<file path="src/rtl/sr_config_loader_pkg.sv">
// Shared encodings for the serial divider configuration loader.
package sr_config_loader_pkg;

    typedef logic [1:0] sel_t;

    localparam sel_t SEL_NOP  = 2'b00;
    localparam sel_t SEL_DIV  = 2'b01;
    localparam sel_t SEL_ROW  = 2'b10;
    localparam sel_t SEL_BOTH = 2'b11;

    localparam logic [2:0] ST_IDLE     = 3'd0;
    localparam logic [2:0] ST_SETUP    = 3'd1;
    localparam logic [2:0] ST_SHIFT_HI = 3'd2;
    localparam logic [2:0] ST_SHIFT_LO = 3'd3;
    localparam logic [2:0] ST_GAP      = 3'd4;
    localparam logic [2:0] ST_FINISH   = 3'd5;

endpackage

</file>
<file path="src/rtl/sr_phase_timer.sv">
// Phase timer: reloads on every phase entry and ticks on the last cycle of a
// SCLK_HALF-long phase.
module sr_phase_timer #(
    parameter int SCLK_HALF = 1
) (
    input  logic i_clk,
    input  logic i_rst,
    input  logic i_load,
    output logic o_tick
);

    localparam logic [7:0] RELOAD = 8'(SCLK_HALF - 1);

    logic [7:0] r_cnt;

    always_ff @(posedge i_clk or posedge i_rst) begin
        if (i_rst)
            r_cnt <= 8'd0;
        else if (i_load)
            r_cnt <= RELOAD;
        else if (r_cnt != 8'd0)
            r_cnt <= r_cnt - 8'd1;
    end

    assign o_tick = (r_cnt == 8'd0);

endmodule

</file>
<file path="src/rtl/sr_config_loader.sv">
// Serial loader for the divider's divisor and row-pixel shift registers,
// MSB first, with a programmable half-period shift clock and abort support.
module sr_config_loader
    import sr_config_loader_pkg::*;
#(
    parameter int WORD_WIDTH = 32,
    parameter int SCLK_HALF  = 1
) (
    input  logic                  config_clock,
    input  logic                  external_reset,
    input  logic                  cmd_valid,
    output logic                  cmd_ready,
    input  logic [1:0]            cmd_sel,
    input  logic [WORD_WIDTH-1:0] cmd_divisor,
    input  logic [WORD_WIDTH-1:0] cmd_row_pixels,
    input  logic                  abort,
    output logic                  sr_data,
    output logic                  sr_data_clock,
    output logic                  sr_div_data_enable,
    output logic                  sr_row_data_enable,
    output logic                  divider_enable_n,
    output logic                  done,
    output logic                  aborted
);

    localparam int              BW       = $clog2(WORD_WIDTH) + 1;
    localparam logic [BW-1:0]   LAST_BIT = BW'(WORD_WIDTH - 1);

    logic [2:0]            r_state;
    logic [WORD_WIDTH-1:0] r_shift;
    logic [WORD_WIDTH-1:0] r_row_word;
    logic [BW-1:0]         r_bits;
    logic                  r_cur_row;
    logic                  r_row_pend;
    logic                  r_ready;
    logic                  r_done;
    logic                  r_aborted;

    logic [2:0] w_next_state;
    logic       w_tick;
    logic       w_accept;
    logic       w_abort;
    logic       w_in_word;

    assign w_accept = cmd_valid && r_ready;
    assign w_abort  = abort && (r_state != ST_IDLE);

    sr_phase_timer #(.SCLK_HALF(SCLK_HALF)) u_timer (
        .i_clk  (config_clock),
        .i_rst  (external_reset),
        .i_load (w_next_state != r_state),
        .o_tick (w_tick)
    );

    always_comb begin
        w_next_state = r_state;
        case (r_state)
            ST_IDLE:     if (w_accept) w_next_state = (cmd_sel == SEL_NOP) ? ST_FINISH : ST_SETUP;
            ST_SETUP:    if (w_tick) w_next_state = ST_SHIFT_HI;
            ST_SHIFT_HI: if (w_tick) w_next_state = ST_SHIFT_LO;
            ST_SHIFT_LO: if (w_tick) w_next_state = (r_bits == '0) ? ST_GAP : ST_SHIFT_HI;
            ST_GAP:      if (w_tick) w_next_state = r_row_pend ? ST_SETUP : ST_FINISH;
            ST_FINISH:   w_next_state = ST_IDLE;
            default:     w_next_state = ST_IDLE;
        endcase
        // Abort wins over every transition, including the FINISH exit.
        if (w_abort)
            w_next_state = ST_IDLE;
    end

    always_ff @(posedge config_clock or posedge external_reset) begin
        if (external_reset) begin
            r_state    <= ST_IDLE;
            r_shift    <= '0;
            r_row_word <= '0;
            r_bits     <= '0;
            r_cur_row  <= 1'b0;
            r_row_pend <= 1'b0;
            r_ready    <= 1'b0;
            r_done     <= 1'b0;
            r_aborted  <= 1'b0;
        end else begin
            r_state   <= w_next_state;
            r_ready   <= (w_next_state == ST_IDLE);
            r_done    <= (r_state == ST_FINISH) && !w_abort;
            r_aborted <= w_abort;
            if (w_abort) begin
                r_shift    <= '0;
                r_bits     <= '0;
                r_cur_row  <= 1'b0;
                r_row_pend <= 1'b0;
            end else begin
                case (r_state)
                    ST_IDLE: if (w_accept) begin
                        r_shift    <= cmd_sel[0] ? cmd_divisor : cmd_row_pixels;
                        r_row_word <= cmd_row_pixels;
                        r_cur_row  <= (cmd_sel == SEL_ROW);
                        r_row_pend <= (cmd_sel == SEL_BOTH);
                        r_bits     <= LAST_BIT;
                    end
                    // Shifting on the HI->LO edge makes the next bit appear
                    // on the first low cycle.
                    ST_SHIFT_HI: if (w_tick) r_shift <= {r_shift[WORD_WIDTH-2:0], 1'b0};
                    ST_SHIFT_LO: if (w_tick && r_bits != '0) r_bits <= r_bits - BW'(1);
                    ST_GAP: if (w_tick && r_row_pend) begin
                        r_shift    <= r_row_word;
                        r_cur_row  <= 1'b1;
                        r_row_pend <= 1'b0;
                        r_bits     <= LAST_BIT;
                    end
                    default: ;
                endcase
            end
        end
    end

    assign w_in_word = (r_state == ST_SETUP) || (r_state == ST_SHIFT_HI) ||
                       (r_state == ST_SHIFT_LO);

    assign cmd_ready          = r_ready;
    assign sr_data            = w_in_word && r_shift[WORD_WIDTH-1];
    assign sr_data_clock      = (r_state == ST_SHIFT_HI);
    assign sr_div_data_enable = w_in_word && !r_cur_row;
    assign sr_row_data_enable = w_in_word && r_cur_row;
    assign divider_enable_n   = (r_state != ST_IDLE);
    assign done               = r_done;
    assign aborted            = r_aborted;

endmodule

</file>
<file path="config.mk">
export PLATFORM = sky130hd
export DESIGN_NAME = sr_config_loader
export DESIGN_NICKNAME = d
export VERILOG_FILES = /design/src/rtl/sr_config_loader_pkg.sv /design/src/rtl/sr_phase_timer.sv /design/src/rtl/sr_config_loader.sv
export SDC_FILE = /design/constraint.sdc
export NUM_CORES = 1
export LEC_CHECK = 0
export ABC_AREA = 1
export CORE_MARGIN = 3
export CORE_UTILIZATION = 35
export CTS_CLUSTER_SIZE = 40
export DETAILED_ROUTE_END_ITERATION = 10
export DONT_BUFFER_PORTS = 1
export MAX_ROUTING_LAYER = met4
export SYNTH_ARGS = -nofsm -noshare
export SYNTH_HDL_FRONTEND = slang
export SYNTH_SLANG_ARGS = --single-unit
</file>
<file path="constraint.sdc">
create_clock -name config_clock -period 6.55 [get_ports config_clock]
set_input_delay 1.31 -clock config_clock [delete_from_list [all_inputs] [get_ports config_clock]]
set_output_delay 1.31 -clock config_clock [all_outputs]
set_load 0.01 [all_outputs]
</file>
After elaboration in Yosys (flattened, before gate mapping)
Index checks and enable logic that the tools add are counted.

operators by class
  $add $sub $neg = 2
  eq/ne operators = 12
  mux-type cells = 31
  bitwise operators = 1
  reduce and logical (&&, ||, !) cells = 28

operators with widths
  kind                   number
  $mux W32               5
  $pmux W32 S3           1
  $mux W3                9
  $mux W6                4
  $pmux W6 S3            1
  $mux W8                2
  $pmux W3 S5            1
  $ne A3 B3 Y1 const B   3
  $logic_and A1 B1 Y1    8
  $logic_not A8 Y1       1
  $reduce_and A4 Y1      2
  $reduce_bool A4 Y1     2
  $reduce_bool A8 Y1     1
  $sub A8 B1 Y8 const B  1
  $eq A3 B2 Y1 const B   2
  $eq A3 B3 Y1 const B   2
  $logic_not A3 Y1       2
  $logic_not A6 Y1       1
  $mux W1                6
  $reduce_and A3 Y1      2
  $reduce_bool A3 Y1     2
  $reduce_bool A6 Y1     1
  $sub A6 B1 Y6 const B  1
  $eq A2 B2 Y1 const B   2
  other kinds (9)        12

word-level totals
  flip-flop bits (word level) = 86
  input port bits = 70
  output and inout bits = 8

Longest topological paths before layout
Gate-level depths: netlist of run 1.

  word-level depth = 7
  depth in mapped cells = 13
  depth with buffers taken out = 12

Hierarchy
A second synthesis of run 1 with hierarchy kept.

unflattened totals
  cells, all modules = 699
  area total of the unflattened synthesis = 4,918.5 um^2

modules (own cells, without submodules)
  module            instances  cells each  area each (um^2)  sequential area each (um^2)
  sr_config_loader  1          631         4,428.0           1,951.9
  sr_phase_timer    1          68          490.5             200.2

Least setup slack after synthesis of run 1
No wires, ideal clock.

  kind = reg-to-output
  start = register r_state[0]
  end = output port sr_data_clock
  arrival = 1.084 ns
  slack = 4.156 ns
  cell stages (with the launch flop) = 5
  cells stage by stage = dfrtp_1 inv_1 nand3_2 inv_2 buf_2

on the way
  word-level cells in the longest chain between the ends = 1

ends and longest elaborated chain
  what                      RTL line                 source
  start: declaration        sr_config_loader.sv:29   logic [2:0] r_state;
  start signal: assignment  sr_config_loader.sv:83   r_state <= w_next_state;
  $eq A3 B2 Y1              sr_config_loader.sv:122  assign sr_data_clock = (r_state == ST_SHIFT_HI);
  end: declaration          sr_config_loader.sv:18   output logic sr_data_clock,

Every way passes these cells.

Worst setup path after layout of run 1
  start = input port abort
  end = register r_shift[10]

on the way
  word-level cells in the longest chain between the ends = 3
  elaborated cells between the ends (all ways) = 7
  classes of those cells = 3 x eq/ne; 1 x mux; 3 x reduce/logical

ends and longest elaborated chain
  what                                                  RTL line                 source
  start: declaration                                    sr_config_loader.sv:16   input logic abort,
  $logic_and A1 B1 Y1 (*)                               sr_config_loader.sv:46   assign w_abort = abort && (r_state != ST_IDLE);
  $ne A3 B3 Y1 (no line), or another cell as far along  n/a
  $reduce_and A4 Y1 (no line)                           n/a
  end signal: assignment                                sr_config_loader.sv:95   r_shift <= cmd_sel[0] ? cmd_divisor : cmd_row_pixels;
  end signal: assignment                                sr_config_loader.sv:103  ST_SHIFT_HI: if (w_tick) r_shift <= {r_shift[WORD_WIDTH-2:0], 1'b0};
  end signal: assignment                                sr_config_loader.sv:106  r_shift <= r_row_word;
  end: declaration                                      sr_config_loader.sv:30   logic [WORD_WIDTH-1:0] r_shift;

Mark *: on every way between the ends. The rest lies on a longest branch, timed or not.
A chain may end at the register's enable or synchronous reset.

==> impl_results.md, run 1 <==
- Outcome: complete, no violations
- Critical Path End Type: register
- Worst-Margin Slew: 1.10 ns
- Die ar.: 15,200 um2
- Number of global-route vias before repair: 3,979
- Post-route ant nets: 0
- Synth Net Count: 730
- Area Overhead vs Synth: 7.02%
- Total of max-cap violations: 0
- # H-tree levels: 3
- Fin crit share: 46.9%
- Crit-path slowest cell: nor2_4
- Kind of critical path: input port to register
- Leakage power: 2.46 nW
- # diodes: 0
- Routed WL per cell: 13.8 um
- Global-route wire length before repair: 18,900 um
- Min cycle time layout: 3.07 ns
- Setup violations, final: 0
- Synth Warn #: 0
- Clock-pin slew on the worst setup and hold paths: 0.06 ns
- Via density: 4.92
- Number of clock sinks: 86
- Total gr overflow: 0
- Worst path cell trace: inv_1, nor2_4, nor2_2, a21oi_2, and2_2, buf_4, nand2_1, o21ai_1
- Post-synth top area share: 44.7%
- Worst path arrival time: 3.34 ns
- Die Ht: 123 um
- PwrDens: 436 nW/um2
- CTS tree: done
- Nets: 711
- Starting Density: 36.1%
- R2R setup slack: 3.68 ns
- Final count of hold timing violations: 0
- Post-DP HPWL: 7650 um
- CTS Buffer Depth: 2
- Pwr Total: 2.24 mW
- Synth unique cells: 30
- Max-slew headroom: 26.8%
- Clock Latency Late Sink: 0.34 ns
- Share of cells above drive strength 1: 7.78%
- Largest area contributor in the netlist: dfrtp_1
- Mean post-synth cell area: 7.33 um2
- Origin of the worst setup path: abort
- Rows: 42
- Initial antenna violation count: 0
- Post-Syn Area: 4810 um2
- Hold Path Depth: 2
- Count of pins over their slew limit: 0
- R2r startpoint: r_state[2]
- Worst Min Path Start: r_row_word[28]
- Seq cells post-synth: 86
- DR vias: 4,026
- Tot GR Track Use: 16.3%
- Ranking of synthesized cells by area: dfrtp_1 45%, nand2_1 18%, inv_1 6.8%
- GR Util met1: 20.5%
- CTS root buffer: clkbuf_16
- Hold Crit Class: register to register
- CP max stage delay: 0.72 ns
- CORE AREA: 13,300 um2
- Fillers: 1,461
- TritonCTS buffer count: 9
- Die X: 123 um
- Reg-to-Reg End: r_shift[10]
- Post-CTS setup buffer count: 0
- Drt pass-1 iters: 5
- RSZ-0062 raised after global routing: false
- Multi-input gate area: 2120 um2
- Met3 GRT Util: 4.12%
- Max VDD drop: 0.171 mV
- Top delay family on crit path: simple AND/OR/NAND/NOR gates
- Iteration-0 DRC Markers: 312
- Maximum number of pins on one net before global-route repair: 87
- Gp weighted congestion: 0.857
- PostCTS Resize Cnt: 0
- Register area: 2150 um2
- Hold WS: 0.471 ns
- Sum of buffers and inverters on the critical path: 2
- Input/output buffers: 0
- Syn Inst Count: 657
- Critical Path Start Type: input port
- Busiest grt layer: met2
- M2 GR Usage: 26.1%
- Hold Crit Endpoint: r_row_word[28]
- Drc violations: 0
- Routed Wire Length: 11,300 um
- Top Ports: 78
- R2r worst-path depth: 10
- Crit Path Max Fanout: 64
- Hold Buf Count CTS: 0
- Worst Skew: 0.00827 ns
- Max Clock Freq: 0.325 GHz
- CP required: 6.82 ns
- Setup total negative slack: 0 ns
- Sequential area share after synthesis: 44.7%
## metal layers
layer,wire length (um),vias to the layer above,part of all wire (%)
li1,-,2042,-
met4,162,0,1.4
met5,0,-,0
met1,5260,1883,47
met3,545,14,4.8
met2,5330,87,47
## synth_stat cells (all sizes together)
cell type,instances
nand2,229
inv,94
o21ai,91
dfrtp,86
nor2,34
a31oi,27
buf,18
clkbuf,15
nand3,14
o211ai,13
a21oi,11
xor2,9
nor3,8
ha,3
nor4,2
and2,1
nand4,1
nor3b,1
## cells by family after synthesis
family	count (synthesis)	synth area share [%]
flip-flops	86	44.7
adder cells (fa/ha/maj)	3	0.780
buffers and inverters	127	11.2
AO/OA/AOI/OAI	142	17.2
AND/OR/NAND/NOR	290	24.5
XOR/XNOR	9	1.64
## power breakdown
group	switching (mW)	internal (mW)	total [mW]	leakage [nW]
Sequential	0.122	0.743	0.865	1.10
Clock	0.207	0.277	0.485	0.140
Combinational	0.612	0.283	0.895	1.22
## registers in the layout (all words and copies together), names as in the netlist
signal	count
done	1
r_row_pend	1
r_row_word	32
r_bits	6
r_shift	32
aborted	1
r_state	3
cmd_ready	1
r_cur_row	1
u_timer.r_cnt	8
## through the flow
stage               worst slack [ns]  instance area [um2]  cells  util (%)
floorplan                       3.02                 4810    657         -
global placement                3.17                 4870    803      36.5
detailed placement              3.07                 4870    803      36.5
CTS                             3.44                 5150    819      38.6
global route                    3.24                 5150    819      38.6
finish                          3.48                 5150    819      38.6
## cell type report
class / count / share of cell area, %
timing repair buffer: 3 / 0.437
clock buffer: 13 / 5.05
sequential: 86 / 41.8
clock inverter: 3 / 0.364
multi-input combinational: 444 / 41.2
tap: 176 / 4.27
inverter: 94 / 6.87
## worst min-delay path, stage by stage (launching register included)
cell,delay (ns)
dfrtp_1,0.34
nand2_1,0.05
nand2_1,0.05
## worst max path at each step
stage	end	slack (ns)	cells after the start
2_1_floorplan	aborted	3.02	1
5_1_grt	r_shift[31]	3.24	8
3_5_place_dp	r_shift[0]	3.07	8
6_report	r_shift[10]	3.48	8
4_1_cts	r_shift[0]	3.44	8
3_3_place_gp	r_shift[10]	3.17	8
## placed cells by master, fill, tap and decap left out, types with 2 or more instances in the layout
cell,synthesis,layout
nand2_1,227,227
inv_1,87,86
dfrtp_1,86,86
o21ai_0,52,52
nor2_1,29,29
a31oi_1,27,27
o21ai_1,26,26
o211ai_1,13,13
o21ai_2,13,13
nand3_1,12,12
a21oi_1,10,10
xor2_1,9,9
clkbuf_16,0,9
inv_2,7,7
nor3_1,7,7
nor2_2,3,3
clkinv_2,0,3
ha_1,3,3
buf_4,0,3
nor2_4,2,2
nor4_1,2,2
nand3_2,2,2
clkbuf_8,0,2
clkbuf_1,15,2
(Power assumes the default switching activity.)
==> run 2, diff against run 1 <==
clock period = 2.76 ns   (was 6.55 ns; I/O delays follow)
==> run 2 against run 1 <==
Against the previous run:
- global-route usage grew 0.83 points
- worst setup slack lost 3.0 ns
- non-clock buffer count grew 8
- register-to-register slack lost 3.2 ns
- critical path depth grew 1
- via count grew 0.75%
- sequential cell count is the same
- combinational power grew 150%
- sequential share of layout area shrank 1.0 points
- final cell count grew 0.85%
==> impl_results.md, run 2 (synthesis gave the netlist of run 1 again) <==
- Clock Latency Late Sink: 0.34 ns
- Via density: 4.91
- Rows: 42
- Clock-pin slew on the worst setup and hold paths: 0.06 ns
- Worst-Margin Slew: 0.665 ns
- Setup total negative slack: 0 ns
- Post-CTS setup buffer count: 0
- Flop pwr share: 37.1%
- WL met3: 603 um
- Nets: 719
- Post-DP HPWL: 8210 um
- Max VDD drop: 0.496 mV
- Iteration-0 DRC Markers: 310
- Top Ports: 78
- Leakage power: 2.52 nW
- Final count of hold timing violations: 0
- Die ar.: 15,200 um2
- Input/output buffers: 0
- CP required: 3.03 ns
- Fin crit share: 81.9%
- Starting Density: 36.1%
- Hold Crit Class: input port to asynchronous set/reset pin
- Min cycle time layout: 2.26 ns
- Clk network pwr share: 23.5%
- Worst path arrival time: 2.53 ns
- Routed WL per cell: 14.0 um
- Die Ht: 123 um
- Critical Path Start Type: register
- WL met2: 5530 um
- PwrDens: 1060 nW/um2
- CTS tree: done
- DR vias: 4,056
- Area Overhead vs Synth: 9.72%
- Number of global-route vias before repair: 4,095
- Tot GR Track Use: 17.1%
- Gp weighted congestion: 0.834
- Net Sw Power: 2.27 mW
- Highest metal used: met4
- Internal power: 3.31 mW
- Max-slew headroom: 55.6%
- Placed Cells: 811
- Comb pwr share: 39.4%
- Top Registers: r_row_word x32, r_shift x32, u_timer.r_cnt x8
- Most frequent cells in the layout: 227 x nand2_1, 86 x inv_1, 86 x dfrtp_1
- Critical Path End Type: register
- CTS Buffer Depth: 2
- Most common cell after layout, fill and taps aside: nand2_1
- Total of max-cap violations: 0
- TritonCTS buffer count: 9
- Max Clock Freq: 0.442 GHz
- Sw frac: 40.6%
- Number of clock sinks: 86
- Finished Layout Cells: 826
- DRT met1 WL: 5330 um
- CTS root buffer: clkbuf_16
- Global-route wire length before repair: 20,000 um
- R2R setup slack: 0.50 ns
- # H-tree levels: 3
- RSZ-0062 raised after global routing: false
- Maximum number of pins on one net before global-route repair: 68
- Reg-to-Reg End: r_shift[25]
- Kind of critical path: register to register
- Worst Skew: 0.00873 ns
- Crit Path Max Fanout: 18
- PostCTS Resize Cnt: 0
- Post-route ant nets: 0
- Hold Buf Count CTS: 0
- CORE AREA: 13,300 um2
- Die X: 123 um
- Share of cells above drive strength 1: 9.08%
- Outcome: complete, no violations
- Initial antenna violation count: 0
- Drc violations: 0
- # diodes: 0
- R2r worst-path depth: 9
- Total gr overflow: 0
- Count of pins over their slew limit: 0
- Routed Wire Length: 11,600 um
- Drt pass-1 iters: 4
- Setup violations, final: 0
- R2r startpoint: r_state[2]
## run 2: changes by cell type in the layout (fill, tap and decap cells not counted), sizes merged
cell | before | now
buf | 3 | 11
bufinv | 0 | 2
clkbuf | 13 | 10
clkinv | 4 | 2
clkinvlp | 0 | 1
inv | 93 | 94
## run 2: final cells by class
| type | count | area, um2 |
|---|---|---|
| clock buffers | 10 | 239 |
| clock inverters | 5 | 82.6 |
| fillers | 1446 | 8070 |
| inverters | 94 | 357 |
| multi-input cells | 444 | 2120 |
| flip-flops and latches | 86 | 2150 |
| well taps | 176 | 220 |
| repair buffers | 11 | 108 |
## run 2: how the worst max path moves through the flow
stage | from | to | slack [ns] | depth (start not counted)
global route | r_state[1] | r_shift[7] | 0.28 | 11
global placement | r_state[2] | r_shift[25] | 0.53 | 9
finish | r_state[2] | r_shift[25] | 0.50 | 9
floorplan | u_timer.r_cnt[0] | r_shift[1] | 1.05 | 12
CTS | r_state[2] | r_shift[25] | 0.49 | 9
detailed placement | r_state[2] | r_shift[25] | 0.49 | 9
## run 2: power by group through the flow
stage | registers (mW) | clock network, mW | logic (mW)
detailed placement | 2.08 | 0 | 2.23
floorplan | 1.99 | 0 | 1.89
CTS | 2.07 | 1.36 | 2.23
global route | 2.13 | 1.40 | 2.55
global placement | 2.07 | 0 | 2.16
finish | 2.07 | 1.31 | 2.20
## run 2: per-stage QoR
step	total power [mW]	utilization (%)	setup WS [ns]	cell area [um2]	hold slack, ns
detailed placement	4.31	37.2	0.494	4960	0.461
finish	5.58	39.6	0.500	5280	0.177
CTS	5.66	39.6	0.491	5280	0.193
global placement	4.24	37.2	0.530	4960	0.457
global route	6.08	39.6	0.284	5280	0.223
floorplan	3.88	-	1.05	4820	0.442
## run 2: per-layer routing
layer,GRT usage (%),up-vias
li1,-,2051
met1,21.7,1912
met2,27.9,79
met3,4.03,14
met4,4.29,0
met5,-,-
## run 2: worst max-delay path: stages, from the launching register on
cell	delay, ns
dfrtp_1	0.53
inv_2	0.13
nand3_2	0.11
inv_2	0.05
nor2_2	0.51
buf_4	0.36
o211ai_1	0.15
a31oi_1	0.19
nand2_1	0.09
o21ai_2	0.06
